File: src/rtl/decode_stage_p.sv
// RV32 instruction-decode stage: register file with write-through bypass, control
// decode, immediate generation, ID-resolved BEQ/BNE/JAL, hazard stalls and ID/EX register.
module decode_stage_p #(
    parameter int unsigned XLEN         = 32,
    parameter int unsigned NREGS        = 32,
    parameter int unsigned WRITE_BYPASS = 1,
    localparam int unsigned AW          = $clog2(NREGS)
) (
    input  logic            clock,
    input  logic            reset,
    input  logic            if_id_valid,
    input  logic [31:0]     instruction,
    input  logic [XLEN-1:0] pc,
    input  logic            wb_enable,
    input  logic [AW-1:0]   wb_addr,
    input  logic [XLEN-1:0] wb_data,
    input  logic [AW-1:0]   ex_rd,
    input  logic            ex_reg_write,
    input  logic            ex_mem_read,
    input  logic [AW-1:0]   mem_rd,
    input  logic            mem_mem_read,
    input  logic            flush,
    output logic            pc_enable,
    output logic            if_id_enable,
    output logic            if_flush,
    output logic            branch_taken,
    output logic [XLEN-1:0] branch_target,
    output logic            id_ex_valid,
    output logic            mem_to_reg,
    output logic            reg_write,
    output logic            mem_read,
    output logic            mem_write,
    output logic            alu_src,
    output logic            is_jal,
    output logic [1:0]      alu_op,
    output logic [AW-1:0]   rs1,
    output logic [AW-1:0]   rs2,
    output logic [AW-1:0]   rd,
    output logic [XLEN-1:0] imm,
    output logic [XLEN-1:0] reg_a,
    output logic [XLEN-1:0] reg_b,
    output logic [XLEN-1:0] pc_out,
    output logic [6:0]      funct7,
    output logic [2:0]      funct3,
    output logic            illegal,
    output logic [31:0]     stall_cycles
);

    localparam logic [6:0] OP_LOAD   = 7'b0000011;
    localparam logic [6:0] OP_STORE  = 7'b0100011;
    localparam logic [6:0] OP_R      = 7'b0110011;
    localparam logic [6:0] OP_IALU   = 7'b0010011;
    localparam logic [6:0] OP_BRANCH = 7'b1100011;
    localparam logic [6:0] OP_JAL    = 7'b1101111;

    typedef struct packed {
        logic            valid;
        logic            mem_to_reg;
        logic            reg_write;
        logic            mem_read;
        logic            mem_write;
        logic            alu_src;
        logic            is_jal;
        logic            illegal;
        logic [1:0]      alu_op;
        logic [AW-1:0]   rs1;
        logic [AW-1:0]   rs2;
        logic [AW-1:0]   rd;
        logic [XLEN-1:0] imm;
        logic [XLEN-1:0] reg_a;
        logic [XLEN-1:0] reg_b;
        logic [XLEN-1:0] pc;
        logic [6:0]      funct7;
        logic [2:0]      funct3;
    } idex_t;

    logic [XLEN-1:0] rf_q [NREGS];
    idex_t           idex_d, idex_q;
    logic [31:0]     stall_q;

    logic [6:0]      opcode;
    logic [AW-1:0]   rs1_idx, rs2_idx, rd_idx;
    logic [XLEN-1:0] rdata_a, rdata_b;
    logic [XLEN-1:0] imm_i, imm_s, imm_b, imm_j, imm_dec;
    logic            known, use1, use2, is_br, is_jal_dec;
    logic            c_m2r, c_rw, c_mr, c_mw, c_src;
    logic [1:0]      c_aluop;
    logic            active, ex_hit, mem_hit, load_use, br_haz, stall, br_cond, taken;

    assign opcode  = instruction[6:0];
    assign rd_idx  = instruction[7 +: AW];
    assign rs1_idx = instruction[15 +: AW];
    assign rs2_idx = instruction[20 +: AW];

    // Same-cycle WB data wins over the stored value so a write and read can overlap.
    assign rdata_a = (rs1_idx == '0) ? '0 :
                     (WRITE_BYPASS != 0 && wb_enable && wb_addr == rs1_idx) ? wb_data : rf_q[rs1_idx];
    assign rdata_b = (rs2_idx == '0) ? '0 :
                     (WRITE_BYPASS != 0 && wb_enable && wb_addr == rs2_idx) ? wb_data : rf_q[rs2_idx];

    assign imm_i = {{(XLEN-12){instruction[31]}}, instruction[31:20]};
    assign imm_s = {{(XLEN-12){instruction[31]}}, instruction[31:25], instruction[11:7]};
    assign imm_b = {{(XLEN-13){instruction[31]}}, instruction[31], instruction[7],
                    instruction[30:25], instruction[11:8], 1'b0};
    assign imm_j = {{(XLEN-21){instruction[31]}}, instruction[31], instruction[19:12],
                    instruction[20], instruction[30:21], 1'b0};

    always_comb begin
        known      = 1'b1;
        use1       = 1'b1;
        use2       = 1'b0;
        is_br      = 1'b0;
        is_jal_dec = 1'b0;
        c_m2r      = 1'b0;
        c_rw       = 1'b0;
        c_mr       = 1'b0;
        c_mw       = 1'b0;
        c_src      = 1'b0;
        c_aluop    = 2'b00;
        imm_dec    = '0;
        case (opcode)
            OP_LOAD:   begin c_m2r = 1'b1; c_rw = 1'b1; c_mr = 1'b1; c_src = 1'b1; imm_dec = imm_i; end
            OP_STORE:  begin c_mw = 1'b1; c_src = 1'b1; use2 = 1'b1; imm_dec = imm_s; end
            OP_R:      begin c_rw = 1'b1; c_aluop = 2'b10; use2 = 1'b1; end
            OP_IALU:   begin c_rw = 1'b1; c_src = 1'b1; c_aluop = 2'b11; imm_dec = imm_i; end
            OP_BRANCH: begin c_aluop = 2'b01; use2 = 1'b1; is_br = 1'b1; imm_dec = imm_b; end
            OP_JAL:    begin c_rw = 1'b1; is_jal_dec = 1'b1; use1 = 1'b0; imm_dec = imm_j; end
            default:   begin known = 1'b0; use1 = 1'b0; end
        endcase
    end

    assign active   = if_id_valid && !flush;
    assign ex_hit   = (use1 && rs1_idx != '0 && rs1_idx == ex_rd) ||
                      (use2 && rs2_idx != '0 && rs2_idx == ex_rd);
    assign mem_hit  = (use1 && rs1_idx != '0 && rs1_idx == mem_rd) ||
                      (use2 && rs2_idx != '0 && rs2_idx == mem_rd);
    assign load_use = ex_mem_read && ex_hit;
    assign br_haz   = is_br && ((ex_reg_write && ex_hit) || (mem_mem_read && mem_hit));
    assign stall    = active && (load_use || br_haz);

    assign br_cond  = (instruction[14:12] == 3'b000) ? (rdata_a == rdata_b) :
                      (instruction[14:12] == 3'b001) ? (rdata_a != rdata_b) : 1'b0;
    assign taken    = active && !stall && ((is_br && br_cond) || is_jal_dec);

    assign pc_enable     = !stall;
    assign if_id_enable  = !stall;
    assign branch_taken  = taken;
    assign if_flush      = taken;
    assign branch_target = pc + imm_dec;

    always_comb begin
        idex_d        = '0;
        idex_d.rs1    = rs1_idx;
        idex_d.rs2    = rs2_idx;
        idex_d.rd     = rd_idx;
        idex_d.imm    = imm_dec;
        idex_d.reg_a  = rdata_a;
        idex_d.reg_b  = rdata_b;
        idex_d.pc     = pc;
        idex_d.funct7 = instruction[31:25];
        idex_d.funct3 = instruction[14:12];
        idex_d.illegal = active && !known;
        if (active && !stall && known) begin
            idex_d.valid      = 1'b1;
            idex_d.mem_to_reg = c_m2r;
            idex_d.reg_write  = c_rw;
            idex_d.mem_read   = c_mr;
            idex_d.mem_write  = c_mw;
            idex_d.alu_src    = c_src;
            idex_d.is_jal     = is_jal_dec;
            idex_d.alu_op     = c_aluop;
        end
    end

    always_ff @(posedge clock) begin
        if (reset) begin
            idex_q  <= '0;
            stall_q <= '0;
            for (int unsigned i = 0; i < NREGS; i++) rf_q[i] <= '0;
        end else begin
            idex_q <= idex_d;
            if (stall && stall_q != '1) stall_q <= stall_q + 32'd1;
            if (wb_enable && wb_addr != '0) rf_q[wb_addr] <= wb_data;
        end
    end

    assign id_ex_valid  = idex_q.valid;
    assign mem_to_reg   = idex_q.mem_to_reg;
    assign reg_write    = idex_q.reg_write;
    assign mem_read     = idex_q.mem_read;
    assign mem_write    = idex_q.mem_write;
    assign alu_src      = idex_q.alu_src;
    assign is_jal       = idex_q.is_jal;
    assign alu_op       = idex_q.alu_op;
    assign rs1          = idex_q.rs1;
    assign rs2          = idex_q.rs2;
    assign rd           = idex_q.rd;
    assign imm          = idex_q.imm;
    assign reg_a        = idex_q.reg_a;
    assign reg_b        = idex_q.reg_b;
    assign pc_out       = idex_q.pc;
    assign funct7       = idex_q.funct7;
    assign funct3       = idex_q.funct3;
    assign illegal      = idex_q.illegal;
    assign stall_cycles = stall_q;

endmodule

File: config.mk
export PLATFORM = sky130hd
export DESIGN_NAME = decode_stage_p
export DESIGN_NICKNAME = d
export VERILOG_FILES = /design/src/rtl/decode_stage_p.sv
export SDC_FILE = /design/constraint.sdc
export NUM_CORES = 2
export LEC_CHECK = 0
export ABC_AREA = 1
export BUFFER_PORTS_ARGS = -buffer_cell sky130_fd_sc_hd__buf_4
export CORE_MARGIN = 10
export CORE_UTILIZATION = 42
export DETAILED_ROUTE_END_ITERATION = 10
export PLACE_DENSITY_LB_ADDON = 0.15
export RECOVER_POWER = 25
export SYNTH_ARGS = -nofsm -noshare
export SYNTH_HDL_FRONTEND = slang
export SYNTH_SLANG_ARGS = --single-unit
File: constraint.sdc
create_clock -name clock -period 3.55 [get_ports clock]
set_input_delay 0.355 -clock clock [delete_from_list [all_inputs] [get_ports clock]]
set_output_delay 0.355 -clock clock [all_outputs]
set_load 0.01 [all_outputs]
==> metrics.cfg <==
[global_routing]
grt_pass1_vias = 62500
antenna_found_initial = 1
grt_use_met2_pct = 49.1
grt_usage_pct = 30.9
grt_most_used_layer = met2
grt_pass1_wl_mm = 416
grtUsageMet3_pct = 6.41
met1_usage_pct = 41.1
grt_max_degree = 129
grt_overflow = 0

[routing]
wl_per_cell_um = 24.7
drc = 0
vias = 66000
detail_route.first_pass.iterations = 8
routed_wl_mm = 287
drt-initial-drc-count = 8404
routed_via_density = 5.67
ant_nets = 0

[floorplanning]
rows = 147
fp.dieArea_um2 = 178000
die_x_um = 422
die_h_um = 422
initial_core_util_pct = 42.2
core_area_um2 = 161000
io_pins = 350

[synth]
synth_ff_type = edfxtp_1
synth_top_area_share_pct = 45.3
ys_seq_elements = 1207
avgSynthCellArea_um2 = 7.99
synth_edf_count = 1024
synth_area_leaders = edfxtp_1 45%, nand3_1 10%, nand2_1 10%
ys_warn_count = 0
yosysSeqAreaShare_pct = 50.7
syn_area_um2 = 67800
synth_cell_types = 53
synth_cells = 8489
async_reset_ff_share_pct = 0
synth_top_area_cell = edfxtp_1

[power_and_ir_drop]
power.switching_mw = 10.8
irDropWorstVdd_mv = 0.360
p_seq_share_pct = 43.4
power_mw = 37.8
power_frac_comb_pct = 17.4
powerDensity_nw_per_um2 = 441
power_leakage_nw = 37.4
clockPowerShare_pct = 39.2
sw_frac_of_total_pct = 28.5
internal_power_mw = 27.0

[place]
dp_hpwl_mm = 197
pre_cts_slack_ns = -0.474
globalplace.congestion = 1.00
place_inst = 11200
port_buffers = 349

[cts]
clockBufferDepth = 3
clkSinkCount = 1207
cts_buffers = 143
path_clk_slew_ns = 0.07
cts_tree = yes
htreeDepth = 4
insertion_delay_ns = 0.80
clockRootBuffer = clkbuf_16

[layout]
drive_gt1_share_pct = 19.0
nets = 9510
layout_commonest_cell = nand2_1
area_growth_pct = 26.6
layout_common_cells = 1678 x nand2_1, 1300 x nor2_1, 1179 x nand3_1
final_core_utilization_pct = 53.5
final_cells = 11600

[status]
status = finished, violations left
failed_checks = max-capacitance violations, max-slew violations, negative setup slack

[timing]
fin_crit_sh_pct = 106
relSlewSlack_pct = -93.5
hold_viol_final = 0
fmax_mhz = 265
slew_viol_final = 181
tightestPinTransition_ns = 2.90
fin_ws_ns = -0.218
setup_viol = 49
fin_crit_ns = 3.77
skew_ns = 0.0305
rsz0062_at_grt = yes

[hold_path]
hold_path.class = input port to flip-flop

[critical_path]
crit_fanout = 5
cp.arrival_ns = 3.41
critical_path_class = input port to output port
endpoint_kind = output port
worstSetupStartpointType = input port
cp.required_ns = 3.19

[run]
maxCapViolations = 3

-- power by group through the flow --
stage	Clock, mW	Combinational (mW)	Sequential (mW)
final	14.8	6.58	16.4
after global routing	15.5	7.01	16.5
after CTS	15.0	6.43	16.4
after detailed placement	0	5.99	16.7
after global placement	0	5.93	16.7
after floorplan	0	3.04	16.7
-- registers in the layout, indices dropped and copies added (netlist names), 7 cells and up --
| register | count |
|---|---|
| rf_q | 1024 |
| reg_b | 32 |
| pc_out | 32 |
| reg_a | 32 |
| stall_cycles | 32 |
| funct7 | 7 |
| imm | 21 |
-- worst paths after layout --
check	depth (start not counted)	endpoint	start	slack, ns
setup / recovery	23	branch_target[26]	instruction[5]	-0.22
hold / removal	5	alu_op[0]	instruction[5]	0.07
setup reg to reg	28	reg_a[27]	rf_q[29][27]	0.17
hold reg to reg	2	stall_cycles[23]	stall_cycles[23]	0.51
-- synthesized netlist by cell type (3+ instances only) --
cell / instances
nor3b_2: 3
nand2_2: 4
o22ai_1: 5
edfxtp_1: 1024
nand3_1: 1351
nor2_1: 1314
inv_1: 935
nor3_1: 40
a21o_1: 6
dfxtp_1: 183
buf_4: 77
clkbuf_1: 270
nor4_1: 11
or2_1: 16
a21oi_1: 231
o21ai_1: 20
buf_1: 43
a31oi_1: 8
o211ai_1: 473
nand4_1: 9
or2_0: 4
or2_2: 35
nand2_1: 1798
buf_6: 39
o21ai_0: 165
and3_1: 4
buf_2: 271
xnor2_1: 23
inv_2: 13
xor2_1: 46
a21boi_1: 6
ha_1: 32
-- cell type report --
type,instances,area [µm²]
Antenna cell,1,2.50
Clock buffer,185,3940
Clock inverter,73,709
Fill cell,14900,74700
Inverter,951,3620
Multi-Input combinational cell,5661,28500
Sequential cell,1207,34400
Tap cell,2160,2700
Timing Repair Buffer,1394,11900
-- critical path, stage by stage --
cell and delay, ns:
buf_8 0.08, inv_4 0.03, nor2_4 0.09, inv_2 0.06, nor2_1 0.09, nand4_1 0.16, nand2_2 0.19, buf_6 0.13
nand2_2 0.04, nand2_2 0.08, inv_2 0.05, fa_2 0.38, o21ai_4 0.16, a21oi_2 0.09, o21ai_2 0.20, a21boi_2 0.11
o21ai_4 0.25, a21boi_2 0.11, o21ai_2 0.17, a21oi_2 0.08, o21ai_1 0.17, xor2_1 0.18, buf_4 0.15
-- kinds of logic after synthesis --
family	Yosys count	share of synthesized area [%]
buffers and inverters	1652	10.5
xor gates and xnor gates	69	0.891
adders and majority gates	33	0.620
AOI/OAI and AO/OA	928	8.74
DFF	1207	50.7
and+or+nand+nor	4599	28.5
other	1	0.00553
-- routing by layer --
| metal | up-vias | wire length (µm) |
|---|---|---|
| met5 | - | 0 |
| met4 | 0 | 12800 |
| met3 | 720 | 31100 |
| met2 | 3904 | 129000 |
| met1 | 31600 | 115000 |
| li1 | 29800 | - |
-- stage by stage --
step | hold WS [ns] | TNS (ns) | area, µm²
finish | 0.0737 | -2.86 | 85900
global route | 0.0497 | -6.54 | 85900
CTS | 0.00717 | -1.81 | 85900
detailed placement | 0.502 | -6.54 | 78400
global placement | 0.496 | -6.79 | 78400
floorplan | 0.432 | 0 | 68000
-- what timing repair did --
action	4_1_cts	5_1_grt
gates cloned	1	1
hold buffers	62	2
buffers inserted	91	18
pin swaps	120	128
setup endpoints to repair	22	24
resized for setup	355	175
hold endpoints to repair	81	2
(Power assumes the default switching activity.)
